==> src/rtl/apb4_plic.sv <==
// Single-context PLIC: level gateways, priority arbiter, APB4 slave.
// Side effects fire once per transfer, on the first access cycle.
module apb4_plic #(
  parameter int          NSRC   = 8,
  parameter int          PRIO_W = 3,
  parameter logic [31:0] BASE   = 32'h1000_0000
) (
  input  logic            PCLK,
  input  logic            PRESETn,
  input  logic            PSEL,
  input  logic            PENABLE,
  input  logic [31:0]     PADDR,
  input  logic            PWRITE,
  input  logic [3:0]      PSTRB,
  input  logic [31:0]     PWDATA,
  output logic [31:0]     PRDATA,
  output logic            PREADY,
  output logic            PSLVERR,
  input  logic [NSRC-1:0] src,
  output logic            irq,
  output logic            r_overflow,
  output logic            w_overflow
);

  localparam int IW = $clog2(NSRC + 1);

  localparam logic [29:0] W_PEND = 30'h0000_0400;
  localparam logic [29:0] W_EN   = 30'h0000_0800;
  localparam logic [29:0] W_THR  = 30'h0008_0000;
  localparam logic [29:0] W_CLM  = 30'h0008_0001;

  logic              acc, acc_q, first;
  logic              rd_en, wr_en;
  logic [31:0]       off, wmask, wd, rdata;
  logic [29:0]       word;
  logic              aligned, mapped;
  logic              hit_prio, hit_pend, hit_en;
  logic              hit_thr, hit_clm;

  logic [PRIO_W-1:0] prio [NSRC];
  logic [NSRC-1:0]   en, pend, insvc;
  logic [PRIO_W-1:0] thr;
  logic [IW-1:0]     max_id, claim_q;
  logic              irq_q;

  logic [IW-1:0]     best_id;
  logic [PRIO_W-1:0] best_prio;
  logic [NSRC-1:0]   claim_v, comp_v;

  assign acc   = PSEL & PENABLE;
  assign first = acc & ~acc_q;
  assign rd_en = first & ~PWRITE;
  assign wr_en = first & PWRITE;

  assign off     = PADDR - BASE;
  assign word    = off[31:2];
  assign aligned = (off[1:0] == 2'b00);

  assign hit_prio = aligned && (word <= 30'(NSRC));
  assign hit_pend = aligned && (word == W_PEND);
  assign hit_en   = aligned && (word == W_EN);
  assign hit_thr  = aligned && (word == W_THR);
  assign hit_clm  = aligned && (word == W_CLM);
  assign mapped   = hit_prio | hit_pend | hit_en
                  | hit_thr | hit_clm;

  assign wmask = {{8{PSTRB[3]}}, {8{PSTRB[2]}},
                  {8{PSTRB[1]}}, {8{PSTRB[0]}}};
  assign wd    = PWDATA & wmask;

  assign PREADY     = 1'b1;
  assign PSLVERR    = acc & ~mapped;
  assign r_overflow = PSLVERR & ~PWRITE;
  assign w_overflow = PSLVERR & PWRITE;
  assign irq        = irq_q;
  assign PRDATA     = rdata;

  // Strict '>' keeps the lowest ID on priority ties.
  always_comb begin
    best_id   = '0;
    best_prio = '0;
    for (int i = 0; i < NSRC; i++) begin
      if (pend[i] && en[i] && (prio[i] > thr)
          && (prio[i] > best_prio)) begin
        best_id   = IW'(i + 1);
        best_prio = prio[i];
      end
    end
  end

  always_comb begin
    claim_v = '0;
    comp_v  = '0;
    for (int i = 0; i < NSRC; i++) begin
      claim_v[i] = rd_en & hit_clm
                 & (max_id == IW'(i + 1));
      comp_v[i]  = wr_en & hit_clm & insvc[i]
                 & (wd == 32'(i + 1));
    end
  end

  // Claim data is latched so a held read stays stable.
  always_comb begin
    rdata = '0;
    unique case (1'b1)
      hit_prio: begin
        for (int i = 0; i < NSRC; i++) begin
          if (word == 30'(i + 1))
            rdata[PRIO_W-1:0] = prio[i];
        end
      end
      hit_pend: rdata[NSRC:0] = {pend, 1'b0};
      hit_en:   rdata[NSRC:0] = {en, 1'b0};
      hit_thr:  rdata[PRIO_W-1:0] = thr;
      hit_clm:  rdata[IW-1:0] = first ? max_id : claim_q;
      default:  rdata = '0;
    endcase
    if (!(acc && !PWRITE))
      rdata = '0;
  end

  always_ff @(posedge PCLK) begin
    if (!PRESETn) begin
      acc_q   <= 1'b0;
      en      <= '0;
      thr     <= '0;
      pend    <= '0;
      insvc   <= '0;
      max_id  <= '0;
      claim_q <= '0;
      irq_q   <= 1'b0;
      for (int i = 0; i < NSRC; i++)
        prio[i] <= '0;
    end else begin
      acc_q  <= acc;
      max_id <= best_id;
      irq_q  <= (best_id != '0);

      if (wr_en) begin
        for (int i = 0; i < NSRC; i++) begin
          if (hit_prio && (word == 30'(i + 1)))
            prio[i] <= (prio[i] & ~wmask[PRIO_W-1:0])
                     | wd[PRIO_W-1:0];
        end
        if (hit_en)
          en <= (en & ~wmask[NSRC:1]) | wd[NSRC:1];
        if (hit_thr)
          thr <= (thr & ~wmask[PRIO_W-1:0])
               | wd[PRIO_W-1:0];
      end

      if (rd_en && hit_clm)
        claim_q <= max_id;

      // Claim/complete beat a same-edge level rise.
      for (int i = 0; i < NSRC; i++) begin
        if (claim_v[i]) begin
          pend[i]  <= 1'b0;
          insvc[i] <= 1'b1;
        end else if (comp_v[i]) begin
          insvc[i] <= 1'b0;
        end else if (src[i] && !pend[i] && !insvc[i]) begin
          pend[i] <= 1'b1;
        end
      end
    end
  end

endmodule

==> config.mk <==
export PLATFORM = sky130hd
export DESIGN_NAME = apb4_plic
export DESIGN_NICKNAME = d
export VERILOG_FILES = /design/src/rtl/apb4_plic.sv
export SDC_FILE = /design/constraint.sdc
export NUM_CORES = 1
export LEC_CHECK = 0
export ABC_AREA = 1
export CAP_MARGIN = 40
export CORE_AREA = 2 2 103 105
export CTS_CLUSTER_DIAMETER = 50
export DETAILED_ROUTE_END_ITERATION = 8
export DIE_AREA = 0 0 105 107
export HOLD_SLACK_MARGIN = 0.15
export PLACE_DENSITY = 0.81
export REMOVE_ABC_BUFFERS = 1
export SYNTH_ARGS = -nofsm -noshare
export SYNTH_HDL_FRONTEND = slang
export SYNTH_SLANG_ARGS = --single-unit
==> constraint.sdc <==
create_clock -name PCLK -period 9.6 [get_ports PCLK]
set_input_delay 1.44 -clock PCLK [delete_from_list [all_inputs] [get_ports PCLK]]
set_output_delay 1.44 -clock PCLK [all_outputs]
set_load 0.03 [all_outputs]
# After elaboration in Yosys (flattened, before gate mapping)
# Memory sizes are Yosys's and may differ from the RTL's.
# Index checks and enable logic that the tools add are counted.
# word_totals
latch_bits	0
mem_bits_rw	24
memories	1
out_inout_bits	37
word_cells	334
mem_bits_ro	0
in_bits	81
ff_bits	37
# memory_table
name	words	word_bits	read_ports	rd_clocked_by_memory_dff	write_ports	line_no	rtl
prio	8	3	8	0	8	40	logic [PRIO_W-1:0] prio [NSRC];
# op_classes
add_sub_neg	1
reduce_logical	100
n_bitwise	80
multipliers	0
n_shift	0
n_lt_le_gt_ge	17
muxes	85
div_mod_pow	0
n_eq_ne	28
# op_table
operator	n
== test 32 x 3 -> 1 bit (second input constant)	4
== test 30 x 3 -> 1 bit (second input constant)	4
2-to-1 mux 3 bit	24
== test 32 x 2 -> 1 bit (second input constant)	2
== test 30 x 2 -> 1 bit (second input constant)	2
== test 30 x 20 -> 1 bit (second input constant)	2
logical AND 1 bit	55
2-to-1 mux 1 bit	50
> comparator 3 bit	15
bitwise AND 1 bit	33
bitwise AND 32 bit	1
== test 32 x 1 -> 1 bit (second input constant)	1
== test 32 x 4 -> 1 bit (second input constant)	1
subtractor 32 x 29 -> 32 bit (second input constant)	1
== test 30 x 1 -> 1 bit (second input constant)	1
== test 30 x 11 -> 1 bit (second input constant)	1
== test 30 x 12 -> 1 bit (second input constant)	1
== test 30 x 4 -> 1 bit (second input constant)	1
<= comparator 30 x 4 -> 1 bit (second input constant)	1
bitwise AND 3 bit	9
bitwise OR 3 bit	9
2-to-1 mux 4 bit	5
AND reduction 2 bit	10
zero test 1 bit	17
other kinds (20)	61

# Depth between registers and ports, before layout
# An unclocked memory read counts as a cell.
# depth
ltp_word	27
mapped_depth	63
ltp_nobuf	63

# Least setup slack after synthesis
# OpenSTA, ideal clock, no wires.
# synth_timing
path_type	register to register
start	reg with a tool-made name
end	reg irq_q, in the netlist irq
path_buffers	0
required_time_ps	9472
period_less_slack_ps	7542
t_arrival_ps	7415
setup_time_ps	128
path_stages_with_launch	60
path_slack_ps	2058
path_cell_list	dfxtp_1 -> inv_1 -> ha_1 -> nand3_1 -> nand2_1 -> inv_1 -> nand2_1 -> nor2_1 -> inv_1 -> ha_1 -> a21oi_1 -> nand2_1 -> nand3_4 -> nand2_1 -> and2_1 -> ha_1 -> nand2_1 -> o21ai_0 -> [24 not listed] -> nand2_4 -> o21ai_1 -> inv_1 -> ha_1 -> nand2_1 -> o21ai_0 -> nand3_1 -> nand3_1 -> o21ai_0 -> ha_1 -> a21oi_1 -> o21ai_0 -> nand2_1 -> nor2_1 -> nor2_1 -> nand4_1 -> nor2_1 -> nor2_1
# synth_lines
item	line_no	rtl
end signal: assignment	137	irq_q <= (best_id != '0);
end: declaration	44	logic irq_q;

==> impl_metrics.prom <==
# TYPE chip_impl_metric gauge
chip_impl_metric{name="maximum_net_fanout_on_the_critical_path",unit=""} 9
chip_impl_metric{name="vias_per_std_cell",unit=""} 5.59
chip_impl_metric{name="final_ant_viol_nets",unit=""} 0
chip_impl_metric{name="drive_gt1_share",unit="%"} 7.15
chip_impl_metric{name="synthesis.area",unit="um2"} 5110
chip_impl_info{name="crit-reg2reg-capture",value="irq"} 1
chip_impl_metric{name="boundaryPins",unit=""} 118
chip_impl_metric{name="powerDensity",unit="nW/um2"} 101
chip_impl_metric{name="synth-compound-area-share",unit="%"} 17.8
chip_impl_info{name="grt_setup_unrepaired",value="no"} 1
chip_impl_metric{name="post-route-drc-count",unit=""} 0
chip_impl_info{name="tritoncts",value="done"} 1
chip_impl_metric{name="fraction_of_the_cycle_the_final_worst_path_needs",unit="%"} 90.1
chip_impl_metric{name="maxSlewViolCount",unit=""} 0
chip_impl_metric{name="finish.net_count",unit=""} 970
chip_impl_metric{name="syn_inst",unit=""} 745
chip_impl_info{name="outcome",value="complete, no violations"} 1
chip_impl_info{name="postSynth.topFlopCell",value="sky130_fd_sc_hd__dfxtp_1"} 1
chip_impl_metric{name="cts_sinks",unit=""} 61
chip_impl_metric{name="synth_seq_cells",unit=""} 61
chip_impl_metric{name="maxSlewHeadroom",unit="%"} 44.4
chip_impl_metric{name="synth_xor_xnor_area_share",unit="%"} 0
chip_impl_metric{name="clock_skew",unit="ns"} 0.0101
chip_impl_metric{name="port-buffer-count",unit=""} 93
chip_impl_metric{name="hold_path_depth",unit=""} 2
chip_impl_metric{name="first_iter_violations",unit=""} 512
chip_impl_metric{name="adder_and_majority_cell_fraction_of_the_synthesized_area",unit="%"} 10.0
chip_impl_metric{name="grt_start_max_net_pins",unit=""} 32
chip_impl_metric{name="die-area",unit="um2"} 11200
chip_impl_metric{name="dieHeight",unit="um"} 107
chip_impl_metric{name="cts_max_path_buffers",unit=""} 2
chip_impl_metric{name="yosys.cell_types.count",unit=""} 48
chip_impl_metric{name="critical-path-max-stage-delay",unit="ns"} 0.61
chip_impl_metric{name="floorplan.initialDensity",unit="%"} 50.6
chip_impl_metric{name="avgSynthCellArea",unit="um2"} 6.86
chip_impl_metric{name="rows",unit=""} 37
chip_impl_info{name="min_path_type",value="reg2reg"} 1
chip_impl_metric{name="leakagePower",unit="nW"} 2.79
chip_impl_metric{name="cts_inserted_buffers",unit=""} 9
chip_impl_metric{name="clk_transition_reported_paths",unit="ns"} 0.08
chip_impl_info{name="critical_path_class",value="reg2reg"} 1
chip_impl_metric{name="cp.arrival",unit="ns"} 8.89
chip_impl_metric{name="clk-insertion-delay-late",unit="ns"} 0.36
chip_impl_metric{name="die_width",unit="um"} 105
chip_impl_metric{name="detailed_router_iteration_count_before_antenna_repair",unit=""} 7
chip_impl_metric{name="yosys_warning_total",unit=""} 0
chip_impl_metric{name="max_clock_freq",unit="MHz"} 116
chip_impl_metric{name="cp.required",unit="ns"} 9.83
chip_impl_metric{name="place.gp.congestion",unit=""} 0.943
chip_impl_metric{name="timing.final.setup_violations",unit=""} 0
chip_impl_metric{name="h-tree-depth",unit=""} 3
chip_impl_metric{name="grt_pass1_wl",unit="um"} 25100
chip_impl_info{name="crit_path_leading_delay_family",value="simple AND/OR/NAND/NOR gates"} 1
chip_impl_info{name="critPathSlowestCell",value="sky130_fd_sc_hd__dfxtp_1"} 1
chip_impl_metric{name="layoutNonFillerInstCount",unit=""} 989
chip_impl_info{name="combinational_family_with_the_most_area_after_synthesis",value="simple AND/OR/NAND/NOR gates"} 1
chip_impl_metric{name="area_growth",unit="%"} 24.6
chip_impl_metric{name="r2r_slack",unit="ns"} 0.95
chip_impl_info{name="worstHoldEndpoint",value="claim_q[0]"} 1
chip_impl_metric{name="routed_wire_length",unit="um"} 15700
chip_impl_metric{name="async_reset_ff_share",unit="%"} 0
chip_impl_metric{name="via_count",unit=""} 5524
chip_impl_metric{name="timing.max_cap.violations",unit=""} 0
chip_impl_metric{name="worst-slew-pin-transition",unit="ns"} 0.829
chip_impl_metric{name="antenna_cells",unit=""} 0
chip_impl_metric{name="power.ir.vdd_worst",unit="mV"} 0.0649
chip_impl_metric{name="placeableCoreArea",unit="um2"} 10100
chip_impl_info{name="cp-start-kind",value="flop"} 1
chip_impl_metric{name="share_of_synthesized_area_spent_on_multiplexers",unit="%"} 0
chip_impl_info{name="hp-start",value="claim_q[0]"} 1
chip_impl_metric{name="grt_util_all_layers",unit="%"} 28.5
chip_impl_metric{name="grt_remaining_overflow",unit=""} 0
chip_impl_info{name="endpoint_kind",value="flop"} 1
chip_impl_metric{name="hold_viol_final",unit=""} 0
chip_impl_info{name="cpMostUsedCell",value="sky130_fd_sc_hd__nand2_1"} 1
chip_impl_metric{name="finalSetupTns",unit="ns"} 0
chip_impl_metric{name="fillers",unit=""} 937
chip_impl_metric{name="cp.buffers_inverters",unit=""} 7
chip_impl_metric{name="synthSimpleGateAreaFrac",unit="%"} 30.9
chip_impl_metric{name="detailed_place_hpwl",unit="um"} 12500
chip_impl_info{name="cts_root_buf",value="sky130_fd_sc_hd__clkbuf_8"} 1
chip_impl_metric{name="seq_area_frac_synth",unit="%"} 28.6
chip_impl_metric{name="placed_cells",unit=""} 966
chip_impl_metric{name="number_of_global_route_vias_before_repair",unit=""} 5099
chip_impl_metric{name="post_synth_edffs",unit=""} 24
chip_impl_metric{name="reg2regPathDepth",unit=""} 58
chip_impl_metric{name="wl_per_cell",unit="um"} 15.9
chip_impl_metric{name="holdBufCountCts",unit=""} 0
chip_impl_metric{name="number_of_antenna_violations_at_the_first_check_in_global_routing",unit=""} 0
chip_impl_metric{name="period_needed",unit="ns"} 8.65
==> worst max path at each step <==
stage | cells after the start | start | end | slack, ns
floorplan | 59 | flop | irq | 2.06
global placement | 59 | flop | irq | 1.48
detailed placement | 60 | flop | irq | 1.01
CTS | 59 | flop | irq | 0.98
global route | 57 | flop | irq | 0.02
finish | 58 | flop | irq | 0.95
==> layer usage <==
layer / vias to the layer above / global-route usage, % / share of wire (%)
met3: 46 / 5.84 / 9.4
met5: - / 0 / 0
li1: 2675 / - / -
met1: 2493 / 34.7 / 40
met2: 310 / 49.7 / 48
met4: 0 / 10.5 / 3.2
==> timing repair <==
item                       in CTS  in global routing
resized for setup               0                  3
setup endpoints to repair       0                  4
buffers inserted                0                  7
==> synthesized netlist by cell type, types with 3 or more instances <==
cell | count | share of area [%]
sky130_fd_sc_hd__a211oi_1 | 6 | 0.88
sky130_fd_sc_hd__nor2_1 | 101 | 7.4
sky130_fd_sc_hd__nor3_1 | 7 | 0.69
sky130_fd_sc_hd__nor2_4 | 5 | 1.1
sky130_fd_sc_hd__nand3_1 | 53 | 5.2
sky130_fd_sc_hd__nand4_1 | 11 | 1.3
sky130_fd_sc_hd__nand2_1 | 124 | 9.1
sky130_fd_sc_hd__o21ai_0 | 41 | 4.0
sky130_fd_sc_hd__nand3b_1 | 3 | 0.44
sky130_fd_sc_hd__inv_2 | 7 | 0.51
sky130_fd_sc_hd__o211a_1 | 5 | 0.98
sky130_fd_sc_hd__ha_1 | 41 | 10
sky130_fd_sc_hd__buf_4 | 24 | 3.5
sky130_fd_sc_hd__a21oi_1 | 72 | 7.1
sky130_fd_sc_hd__o21ai_1 | 9 | 0.88
sky130_fd_sc_hd__a22oi_1 | 3 | 0.44
sky130_fd_sc_hd__clkinv_1 | 5 | 0.37
sky130_fd_sc_hd__o22ai_1 | 3 | 0.37
sky130_fd_sc_hd__inv_1 | 103 | 7.6
sky130_fd_sc_hd__clkbuf_1 | 6 | 0.44
sky130_fd_sc_hd__nor4_1 | 6 | 0.74
sky130_fd_sc_hd__nand2_4 | 3 | 0.66
sky130_fd_sc_hd__nand2_2 | 3 | 0.37
sky130_fd_sc_hd__nand3_2 | 5 | 0.98
sky130_fd_sc_hd__dfxtp_1 | 37 | 15
sky130_fd_sc_hd__edfxtp_1 | 24 | 14
sky130_fd_sc_hd__o41ai_1 | 3 | 0.51
sky130_fd_sc_hd__o211ai_1 | 3 | 0.44
sky130_fd_sc_hd__nor2_2 | 5 | 0.61
==> area by class of cell <==
class | instances | area [um2] | share of cell area (%)
multi-input cells | 560 | 3090 | 48.5
flip-flops and latches | 61 | 1460 | 23.0
repair buffers | 101 | 991 | 15.6
inverters | 115 | 439 | 6.90
well taps | 136 | 170 | 2.67
clock buffers | 10 | 149 | 2.34
clock inverters | 6 | 65.1 | 1.02
==> report_power, final <==
group,leakage (nW),switching [mW],internal (mW)
registers,0.548,0.00990,0.276
clock network,0.113,0.118,0.137
logic,2.13,0.0592,0.0463
total,2.79,0.187,0.459
==> layout by cell type, fill, tap and decap left out, drive strengths merged, types with 2 or more instances in the layout <==
| cell | synthesis | layout |
|---|---|---|
| and2 | 2 | 2 |
| nor2 | 111 | 111 |
| clkbuf | 6 | 10 |
| nor4 | 8 | 8 |
| a21oi | 72 | 72 |
| edfxtp | 24 | 24 |
| o211a | 5 | 5 |
| nand4 | 11 | 11 |
| nor3 | 10 | 10 |
| nand2 | 130 | 130 |
| conb | 2 | 24 |
| o21ai | 51 | 51 |
| a221oi | 2 | 2 |
| nand3 | 59 | 59 |
| ha | 41 | 41 |
| clkdlybuf4s50 | 0 | 93 |
| o211ai | 3 | 3 |
| a31oi | 2 | 2 |
| buf | 25 | 8 |
| nand3b | 3 | 3 |
| dfxtp | 37 | 37 |
| o41ai | 3 | 3 |
| o21bai | 2 | 2 |
| a211oi | 6 | 6 |
| a311oi | 2 | 2 |
| a22oi | 3 | 3 |
| o22ai | 3 | 3 |
| inv | 110 | 111 |
| o2111ai | 2 | 2 |
| clkinvlp | 0 | 2 |
| clkinv | 5 | 7 |
==> through the flow <==
stage | hold WS [ns] | area [um2] | utilization (%) | worst slack [ns] | power (mW)
after global placement | 0.440 | 6090 | 60.4 | 1.48 | 0.392
after floorplan | 0.429 | 4980 | - | 2.06 | 0.339
after detailed placement | 0.447 | 6090 | 60.4 | 1.01 | 0.395
after CTS | 0.461 | 6310 | 62.5 | 0.982 | 0.645
final | 0.466 | 6370 | 63.1 | 0.949 | 0.646
after global routing | 0.480 | 6370 | 63.1 | 0.0155 | 0.668
==> worst reg2reg max path: cells and delay by family (launching register included) <==
kind | cells | cell delay [ns]
compound gates | 12 | 1.74
fa+ha+maj | 8 | 2.38
buf+inv | 7 | 0.57
flops | 1 | 0.61
simple gates | 31 | 3.24
==> logic make-up (layout without fill, tap and decap cells) <==
logic type                 Yosys count  count (layout)
and+or+nand+nor                    336             336
AOI/OAI and AO/OA                  159             159
buffers and inverters              146             232
DFF                                 61              61
adders and majority gates           41              41
other                                2              24
Power figures use the tool's default switching activity.
==> RTL change: new RTL, config.mk and constraints unchanged <==
Register the output `w_overflow`, with the module's reset; this adds one clock of latency there. The other outputs are not delayed to match.
--- a/src/rtl/apb4_plic.sv
+++ b/src/rtl/apb4_plic.sv
@@ -73,3 +73,9 @@
   assign r_overflow = PSLVERR & ~PWRITE;
-  assign w_overflow = PSLVERR & PWRITE;
+  always_ff @(posedge PCLK) begin
+    if (!PRESETn) begin
+      w_overflow <= '0;
+    end else begin
+      w_overflow <= PSLVERR & PWRITE;
+    end
+  end
   assign irq        = irq_q;
Function: changed (a bounded check fails within 4 cycles, from zero or initial values and one cycle with PRESETn low).
==> RTL change against the unedited design <==
Combinational power grew 8%; die area is the same; via count grew 2.4%; total power grew 1.6%; count of clock-buffer cells in the layout grew 3; sequential cell count grew 1; routed wire length grew 5.4%; area after synthesis grew 3.2%; setup slack lost 300 ps; non-clock buffer count grew 7; clock power shrank 2%; final area grew 3.7%; largest power group unchanged.
==> RTL change: results (changes against the unedited design) <==
* Outcome: finished, final reports clean
* First-pass GRT wire length at 26200 um (+4.1%)
* Count of nets after finishing at 970 (unchanged)
* Cell Area, Placed at 6260 um2 (+2.8%)
* Fillcell total at 915 (-2.3%)
* Leakage Power at 2.88 nW (+3.2%)
* Post-synth EDFFs at 24 (unchanged)
* Clk_lat worst skew at 340 ps (-20 ps)
* Cell family with most CP delay: simple AND/OR/NAND/NOR gates
* Top cells by area, synth: dfxtp_1 (14%), edfxtp_1 (14%), ha_1 (9.7%), nand2_1 (8.8%), a21oi_1 (7.4%)
* Pre-CTS setup slack at 586 ps (-422 ps)
* Number of DRC markers in iteration 0 at 478 (-6.6%)
* CTS Buf Count at 9 (unchanged)
* Least-Margin Pin Slew at 867 ps (+38.4 ps)
* Port-buffer cells at 93 (unchanged)
* CP max-delay cell: dfxtp_1
* Register area share after synthesis at 28.1% (-0.51 points)
* Final HPWL DP at 12900 um (+3.4%)
* Placed Cells at 960 (-0.62%)
* # diodes at 0 (unchanged)
* Synth unique cells at 50 (+4.2%)
* Vias/cell at 5.72 (+2.4%)
* Pre-Repair DR Iteration Count at 5 (-2)
* Share of post-route cells with drive strength above 1 at 13.0% (+5.9 points)
* GRT Resource Usage Total at 29.1% (+0.67 points)
* Peak VDD IR at 0.0658 mV (+1.4%)
* Syn avg cell area at 7.13 um2 (+4.0%)
* Clock skew at 7.36 ps (-2.78 ps)
* Post-synth top cells: nand2_1 (123), inv_1 (93), a21oi_1 (78)
* Worst-path clk slew at roughly 70 ps
* Max Fanout on Critical Path at 8 (-1)
* Via Count at 5658 (+2.4%)
* NetSw at 0.000186 W (-0.53%)
* Synthesis-to-finish area growth at 25.2%
* Yosys warning count at 0 (unchanged)
* Multi-input logic area at 3240 um2 (+4.7%)
* HP Class: register to register
* Number of global-route vias before repair at 5502 (+7.9%)
* Initial antenna violation count at 0 (unchanged)
* Pin count of the biggest net entering global routing at 32 (unchanged)
* RD Place Congestion at 0.962 (+2.0%)
* WL final at 16600 um (+5.4%)
* Asr flop ratio synth at 0% (unchanged)
* Clock H-tree levels at 3 (unchanged)
* Clock tree buffer depth at 2 (unchanged)
* Max incr delay on CP at 390 ps (-220 ps)
* Root Buffer: clkbuf_8
-- RTL change: layout make-up --
type	count	area share, %
inverter	117	6.77
multi-input combinational	550	49.0
timing repair buffer	108	15.8
clock buffer	13	3.05
sequential	62	22.4
clock inverter	3	0.303
tap	136	2.58
-- RTL change: power groups by stage --
| stage | clock [W] | combinational, W | sequential, W |
|---|---|---|---|
| after floorplan | 0 | 0.0000598 | 0.000293 |
| after global placement | 0 | 0.000109 | 0.000297 |
| after detailed placement | 0 | 0.000113 | 0.000298 |
| after CTS | 0.000250 | 0.000113 | 0.000292 |
| after global routing | 0.000261 | 0.000125 | 0.000293 |
| final | 0.000249 | 0.000115 | 0.000292 |
-- RTL change: kinds of logic after synthesis --
logic type      Yosys count  share of synthesized area, %
simple gates            313                          31.1
compound gates          172                          18.6
buf+inv                 149                          12.3
flops                    62                          28.1
fa+ha+maj                41                          9.73
other cells               2                         0.142
-- RTL change: worst min-delay path, stage by stage, from the launching register on --
cell and delay, ps:
dfxtp_1 310, o31ai_1 60, a21oi_1 60
-- RTL change: layer usage --
layer / wire [um] / global-route usage [%]
met1: 6600 / 35.1
met2: 8250 / 52.6
met3: 1220 / 3.83
met4: 512 / 11.4
met5: 0 / 0
-- RTL change: timing repair --
item | CTS | global route
gates resized for setup | 0 | 11
endpoints found under the setup margin | 0 | 5
setup buffers | 0 | 13
hold endpoints to repair | 0 | 0
hold buffers | 0 | 0
-- RTL change: worst paths after layout --
path | start | slack, ps | endpoint | cells after the start
worst min register to register | insvc[6] | 480 | insvc[6] | 2
worst max-delay path | register | 650 | max_id[2] | 60
worst min-delay path | insvc[6] | 480 | insvc[6] | 2
worst max register to register | register | 650 | max_id[2] | 60
